$ cat config.mk
export PLATFORM = sky130hd
export DESIGN_NAME = deadlock_report_unit
export DESIGN_NICKNAME = d
export VERILOG_FILES = /design/src/rtl/deadlock_pkg.sv /design/src/rtl/deadlock_prio_enc.sv /design/src/rtl/deadlock_report_unit.sv
export SDC_FILE = /design/constraint.sdc
export NUM_CORES = 1
export LEC_CHECK = 0
export ABC_AREA = 1
export CORE_AREA = 5 5 67 69
export CTS_CLUSTER_SIZE = 16
export DETAILED_ROUTE_END_ITERATION = 10
export DIE_AREA = 0 0 72 74
export PLACE_DENSITY_LB_ADDON = 0.1
export SLEW_MARGIN = 0
export SYNTH_ARGS = -nofsm -noshare
export SYNTH_HDL_FRONTEND = slang
export SYNTH_SLANG_ARGS = --single-unit
$ cat constraint.sdc
create_clock -name clock -period 2 [get_ports clock]
set_clock_uncertainty 0.2 [all_clocks]
set_input_delay 0.5 -clock clock [delete_from_list [all_inputs] [get_ports clock]]
set_output_delay 0.5 -clock clock [all_outputs]
set_load 0.02 [all_outputs]
$ cat src/rtl/deadlock_pkg.sv
// Shared types and helpers for the deadlock report unit.
package deadlock_pkg;

  typedef enum logic [1:0] {
    IDLE    = 2'd0,
    ARMED   = 2'd1,
    REPORT  = 2'd2,
    LATCHED = 2'd3
  } deadlock_state_t;

  localparam int DEADLOCK_HOLD_DEFAULT = 1024;

  // Widest monitor vector the unit supports; callers narrow the index
  // to their own IDX_W.
  localparam int MAX_MON   = 64;
  localparam int MAX_IDX_W = 6;

  // Index of the lowest set bit. Meaningless when mask is zero.
  function automatic logic [MAX_IDX_W-1:0] lowest_set_idx(input logic [MAX_MON-1:0] mask);
    logic [MAX_IDX_W-1:0] idx;
    idx = '0;
    for (int i = MAX_MON - 1; i >= 0; i--) begin
      if (mask[i]) idx = MAX_IDX_W'(i);
    end
    return idx;
  endfunction

endpackage

$ cat src/rtl/deadlock_prio_enc.sv
// Lowest-set-bit encoder for the monitor block vector.
// Output is only meaningful when mask is nonzero.
module deadlock_prio_enc
  import deadlock_pkg::*;
#(
  parameter int NUM_MON = 8,
  parameter int IDX_W   = (NUM_MON > 1) ? $clog2(NUM_MON) : 1
) (
  input  logic [NUM_MON-1:0] mask,
  output logic [IDX_W-1:0]   idx
);

  logic [MAX_MON-1:0]   mask_ext;
  logic [MAX_IDX_W-1:0] idx_full;

  // Widen to the package function's fixed width, then narrow the result.
  always_comb begin
    mask_ext = '0;
    mask_ext[NUM_MON-1:0] = mask;
    idx_full = lowest_set_idx(mask_ext);
    idx = IDX_W'(idx_full);
  end

endmodule

$ cat src/rtl/deadlock_report_unit.sv
// Deadlock report unit: confirms a persistent monitor block, reports it
// once over valid/ready, and keeps a sticky flag until cleared.
// Optional simulation trace: define DEADLOCK_REPORT_TRACE_EN.
module deadlock_report_unit
  import deadlock_pkg::*;
#(
  parameter int NUM_MON     = 8,
  parameter int IDX_W       = (NUM_MON > 1) ? $clog2(NUM_MON) : 1,
  parameter int CNT_W       = 16,
  parameter int HOLD_CYCLES = DEADLOCK_HOLD_DEFAULT
) (
  input  logic               clock,
  input  logic               reset,
  input  logic [NUM_MON-1:0] mon_block,
  input  logic               clear,
  output logic               rpt_valid,
  input  logic               rpt_ready,
  output logic [IDX_W-1:0]   rpt_idx,
  output logic [NUM_MON-1:0] rpt_mask,
  output logic               deadlock,
  output logic [CNT_W-1:0]   blocked_cycles
);

  localparam logic [CNT_W-1:0] CNT_MAX  = '1;
  localparam logic [CNT_W-1:0] CNT_HOLD = CNT_W'(HOLD_CYCLES - 1);

  deadlock_state_t state, state_nxt;

  logic [NUM_MON-1:0] mon_q;
  logic [CNT_W-1:0]   cnt;
  logic [IDX_W-1:0]   enc_idx;
  logic               any;
  logic               capture;
  logic               drop_valid;
  logic               wipe;
  logic               cnt_zero;

  assign any            = |mon_q;
  assign blocked_cycles = cnt;

  deadlock_prio_enc #(
    .NUM_MON (NUM_MON),
    .IDX_W   (IDX_W)
  ) u_prio_enc (
    .mask (mon_q),
    .idx  (enc_idx)
  );

  // State register.
  always_ff @(posedge clock) begin
    if (reset) state <= IDLE;
    else       state <= state_nxt;
  end

  // Next state and datapath strobes. A clear in IDLE/ARMED beats a
  // confirmation in the same cycle; a clear in REPORT is dropped.
  always_comb begin
    state_nxt  = state;
    capture    = 1'b0;
    drop_valid = 1'b0;
    wipe       = 1'b0;
    cnt_zero   = !any;
    case (state)
      IDLE: begin
        if (clear) begin
          cnt_zero = 1'b1;
        end else if (any) begin
          if (HOLD_CYCLES == 1) begin
            capture   = 1'b1;
            state_nxt = REPORT;
          end else begin
            state_nxt = ARMED;
          end
        end
      end
      ARMED: begin
        if (clear) begin
          cnt_zero  = 1'b1;
          state_nxt = IDLE;
        end else if (!any) begin
          state_nxt = IDLE;
        end else if (cnt == CNT_HOLD) begin
          capture   = 1'b1;
          state_nxt = REPORT;
        end
      end
      REPORT: begin
        if (rpt_valid && rpt_ready) begin
          drop_valid = 1'b1;
          state_nxt  = LATCHED;
        end
      end
      LATCHED: begin
        if (clear) begin
          wipe      = 1'b1;
          cnt_zero  = 1'b1;
          state_nxt = IDLE;
        end
      end
      default: state_nxt = IDLE;
    endcase
  end

  // Input stage, saturating persistence counter and report registers.
  always_ff @(posedge clock) begin
    if (reset) begin
      mon_q     <= '0;
      cnt       <= '0;
      rpt_valid <= 1'b0;
      rpt_idx   <= '0;
      rpt_mask  <= '0;
      deadlock  <= 1'b0;
    end else begin
      mon_q <= mon_block;
      if (cnt_zero)            cnt <= '0;
      else if (cnt != CNT_MAX) cnt <= cnt + 1'b1;
      if (capture) begin
        rpt_valid <= 1'b1;
        deadlock  <= 1'b1;
        rpt_mask  <= mon_q;
        rpt_idx   <= enc_idx;
      end
      if (drop_valid) rpt_valid <= 1'b0;
      if (wipe) begin
        deadlock <= 1'b0;
        rpt_idx  <= '0;
        rpt_mask <= '0;
      end
    end
  end

`ifdef DEADLOCK_REPORT_TRACE_EN
  logic [CNT_W+15:0] trace_cycle;

  // Free-running cycle stamp and report log.
  always_ff @(posedge clock) begin
    if (reset) trace_cycle <= '0;
    else       trace_cycle <= trace_cycle + 1'b1;
    if (!reset && capture)
      $display("%0t deadlock report: cycle=%0d idx=%0d mask=%0h",
               $time, trace_cycle, enc_idx, mon_q);
  end

  // A pending report must stay put until accepted.
  assert property (@(posedge clock) disable iff (reset)
    (rpt_valid && !rpt_ready) |=> (rpt_valid && $stable(rpt_idx) && $stable(rpt_mask)));
`else
`endif

endmodule
==> flow_metrics.py <==
metrics = {
    "final_layout": {
        "final_common_cell": "nor2_1",
        "syn_to_final_growth_pct": 34.3,
        "finish.utilization_pct": 63.1,
        "final_cell_mix": "61 x nor2_1, 39 x dfxtp_1, 37 x nand2_1",
        "num_antenna_cells": 0,
        "layout-drive-gt1-share_pct": 12.5,
        "fin_nets": 317,
    },
    "detailed_routing": {
        "vias": 1663,
        "drc": 0,
        "wire_per_inst_um": 10.9,
        "drtPass1Iterations": 4,
        "drt-initial-drc-count": 90,
        "drtAntennaViolNets": 0,
        "vias_per_cell": 4.68,
        "drt_wl_total_um": 3860,
    },
    "clock_network": {
        "htreeDepth": 2,
        "hold_buffers": 0,
        "cts_made_buffers": 5,
        "clock_latency_ns": 0.29,
        "cts_root_buf": "clkbuf_8",
        "cts.clk_slew.worst_paths_ns": 0.08,
        "clockBufferDepth": 2,
        "cts.sinks": 39,
        "cts_tree": "done",
    },
    "critical_path": {
        "cp.required_ns": 1.30,
        "slowest_stage": "clkdlybuf4s50_1",
        "crit_buf_inv": 1,
        "startpoint": "rpt_idx[0]$_SDFFE_PP0P_",
        "r2r_cells": 9,
        "arrival_ns": 1.26,
        "worstPathMaxFanout": 2,
        "r2r-start": "blocked_cycles[1]$_SDFFE_PP0P_",
        "cpLargestDelayFamily": "buffers and inverters",
        "r2r_slack_ns": 0.15,
        "endpoint_kind": "primary output",
        "start_kind": "register",
        "cpPeakStageDelay_ns": 0.62,
        "crit_end": "rpt_idx[0]",
        "rr_endpoint": "rpt_idx[1]$_SDFFE_PP0P_",
        "path_cells": "clkdlybuf4s50_1",
        "worst-setup-path-type": "reg -> out",
        "cp_num_cells": 1,
    },
    "sta": {
        "setup_viol": 0,
        "rsz0062_at_grt": "false",
        "period_needed_ns": 1.96,
        "fmax_ghz": 0.510,
        "finalHoldViolCount": 0,
        "maxSlewHeadroom_pct": 81.0,
        "tightest_slew_ns": 0.285,
        "slew_violations": 0,
        "period_share_pct": 98.0,
        "fin_ws_ns": 0.0409,
    },
    "grt": {
        "grt-ovfl-total": 0,
        "grt_max_degree": 13,
        "grt_pass1_wl_um": 6530,
        "grt_pass1_vias": 1492,
        "antenna_found_initial": 0,
        "grt_use_total_pct": 15.7,
    },
    "logic_synthesis": {
        "synth_nets": 265,
        "yosysSeqAreaShare_pct": 43.1,
        "synth_warnings": 0,
        "yosysTopAreaCell": "dfxtp_1",
        "syn_inst": 252,
        "synthDistinctLibCells": 31,
        "yosysTopAreaCellShare_pct": 43.1,
        "synthesis.area_um2": 1810,
        "syn_area_per_cell_um2": 7.19,
        "synth.top_cells.by_area": "dfxtp_1 43%, nor2_1 13%, nand2_1 7.7%",
        "ys_seq_elements": 39,
    },
    "place": {
        "hpwlAfterDp_um": 2900,
        "dp_slack_ns": -0.108,
        "gp_congestion": 0.873,
        "port_buffers": 40,
    },
    "floorplan": {
        "core_um2": 3860,
        "ios": 41,
        "die_y_um": 74,
        "rows": 23,
        "start_util_pct": 47.0,
        "die_area_um2": 5330,
        "dieWidth_um": 72,
    },
    "worst_hold_path": {
        "hold_path_class": "reg -> reg",
    },
    "pwr": {
        "vdd_ir_drop_max_uv": 600,
        "powerDensity_nw_per_um2": 687,
        "power_mw": 1.67,
        "leakagePower_nw": 1.22,
    },
    "outcome": {
        "status": "finished, final reports clean",
    },
    "run": {
        "timing.max_cap.violations": 0,
    },
}
## sequential cells by signal, indices dropped and copies added (netlist names), named ones only
register / flops
deadlock: 1
rpt_valid: 1
mon_q: 8
rpt_mask: 8
rpt_idx: 3
blocked_cycles: 16
state: 1
## cell type report
cell class	instances	area, um2
fill	380	1420
sequential	39	781
timing repair buffer	49	457
clock inverter	2	60.1
clock buffer	6	72.6
inverter	39	146
multi-input combinational	170	855
tap	50	62.6
## report_power, final
part	internal [mW]	leakage (nW)	switching (mW)	total (mW)
clock	0.499	0.0654	0.269	0.768
sequential	0.790	0.317	0.0131	0.803
combinational	0.0498	0.837	0.0526	0.102
total	1.34	1.22	0.335	1.67
## stage by stage
| stage | cell area (um2) | hold WS, ns | instances | TNS [ns] |
|---|---|---|---|---|
| 6_report | 2430 | 0.278 | 355 | 0 |
| 5_1_grt | 2430 | 0.292 | 355 | 0 |
| 4_1_cts | 2420 | 0.279 | 355 | 0 |
| 3_5_place_dp | 2310 | 0.265 | 347 | -0.563 |
| 3_3_place_gp | 2310 | 0.266 | 347 | -0.229 |
| 2_1_floorplan | 1810 | 0.271 | 252 | 0 |
## layer usage
| layer | vias up | global-route usage (%) | share of wire (%) |
|---|---|---|---|
| li1 | 883 | - | - |
| met1 | 741 | 21.6 | 50 |
| met2 | 35 | 23.2 | 43 |
| met3 | 4 | 3.51 | 5.2 |
| met4 | 0 | 8.14 | 1.4 |
| met5 | - | 0 | 0 |
## cell usage after synthesis
master / count
nor2_1: 61
dfxtp_1: 39
nand2_1: 37
inv_1: 35
nand3_1: 13
o21ai_0: 10
a21oi_1: 7
o21ai_1: 7
nand4_1: 5
inv_2: 4
xor2_1: 4
nand2_2: 3
a21oi_2: 2
buf_2: 2
buf_6: 2
nor2_2: 2
nor2_4: 2
nor3_2: 2
o21bai_1: 2
xnor2_1: 2
a211oi_1: 1
a31oi_1: 1
ha_1: 1
nand2_4: 1
nand3_2: 1
nor2_8: 1
nor2b_4: 1
nor3_1: 1
o21ai_2: 1
o31ai_1: 1
or2_2: 1
## timing repair
item / 4_1_cts / 5_1_grt
pin swaps: 0 / 1
resized for setup: 15 / 4
endpoints found under the hold margin: 0 / 0
setup buffers: 0 / 0
setup endpoints to repair: 15 / 5
## cell families (layout without fill, tap and decap cells)
logic type,count (synthesis),in the layout,synth area share (%)
compound gates,32,32,10.1
buf+inv,43,96,9.88
flops,39,39,43.1
simple gates,131,131,33.4
fa+ha+maj,1,1,0.690
xor+xnor,6,6,2.90
## worst min path at each step
stage                       startpoint                  endpoint  slack [ns]  depth (start not counted)
2_1_floorplan      mon_q[3]$_SDFF_PP0_  rpt_mask[3]$_SDFFE_PP0P_        0.27                          2
3_3_place_gp   rpt_idx[0]$_SDFFE_PP0P_   rpt_idx[0]$_SDFFE_PP0P_        0.27                          2
3_5_place_dp   rpt_idx[0]$_SDFFE_PP0P_   rpt_idx[0]$_SDFFE_PP0P_        0.26                          2
4_1_cts        rpt_idx[0]$_SDFFE_PP0P_   rpt_idx[0]$_SDFFE_PP0P_        0.28                          2
5_1_grt        rpt_idx[0]$_SDFFE_PP0P_   rpt_idx[0]$_SDFFE_PP0P_        0.29                          2
6_report       rpt_idx[0]$_SDFFE_PP0P_   rpt_idx[0]$_SDFFE_PP0P_        0.28                          2
(Power assumes the default switching activity.)
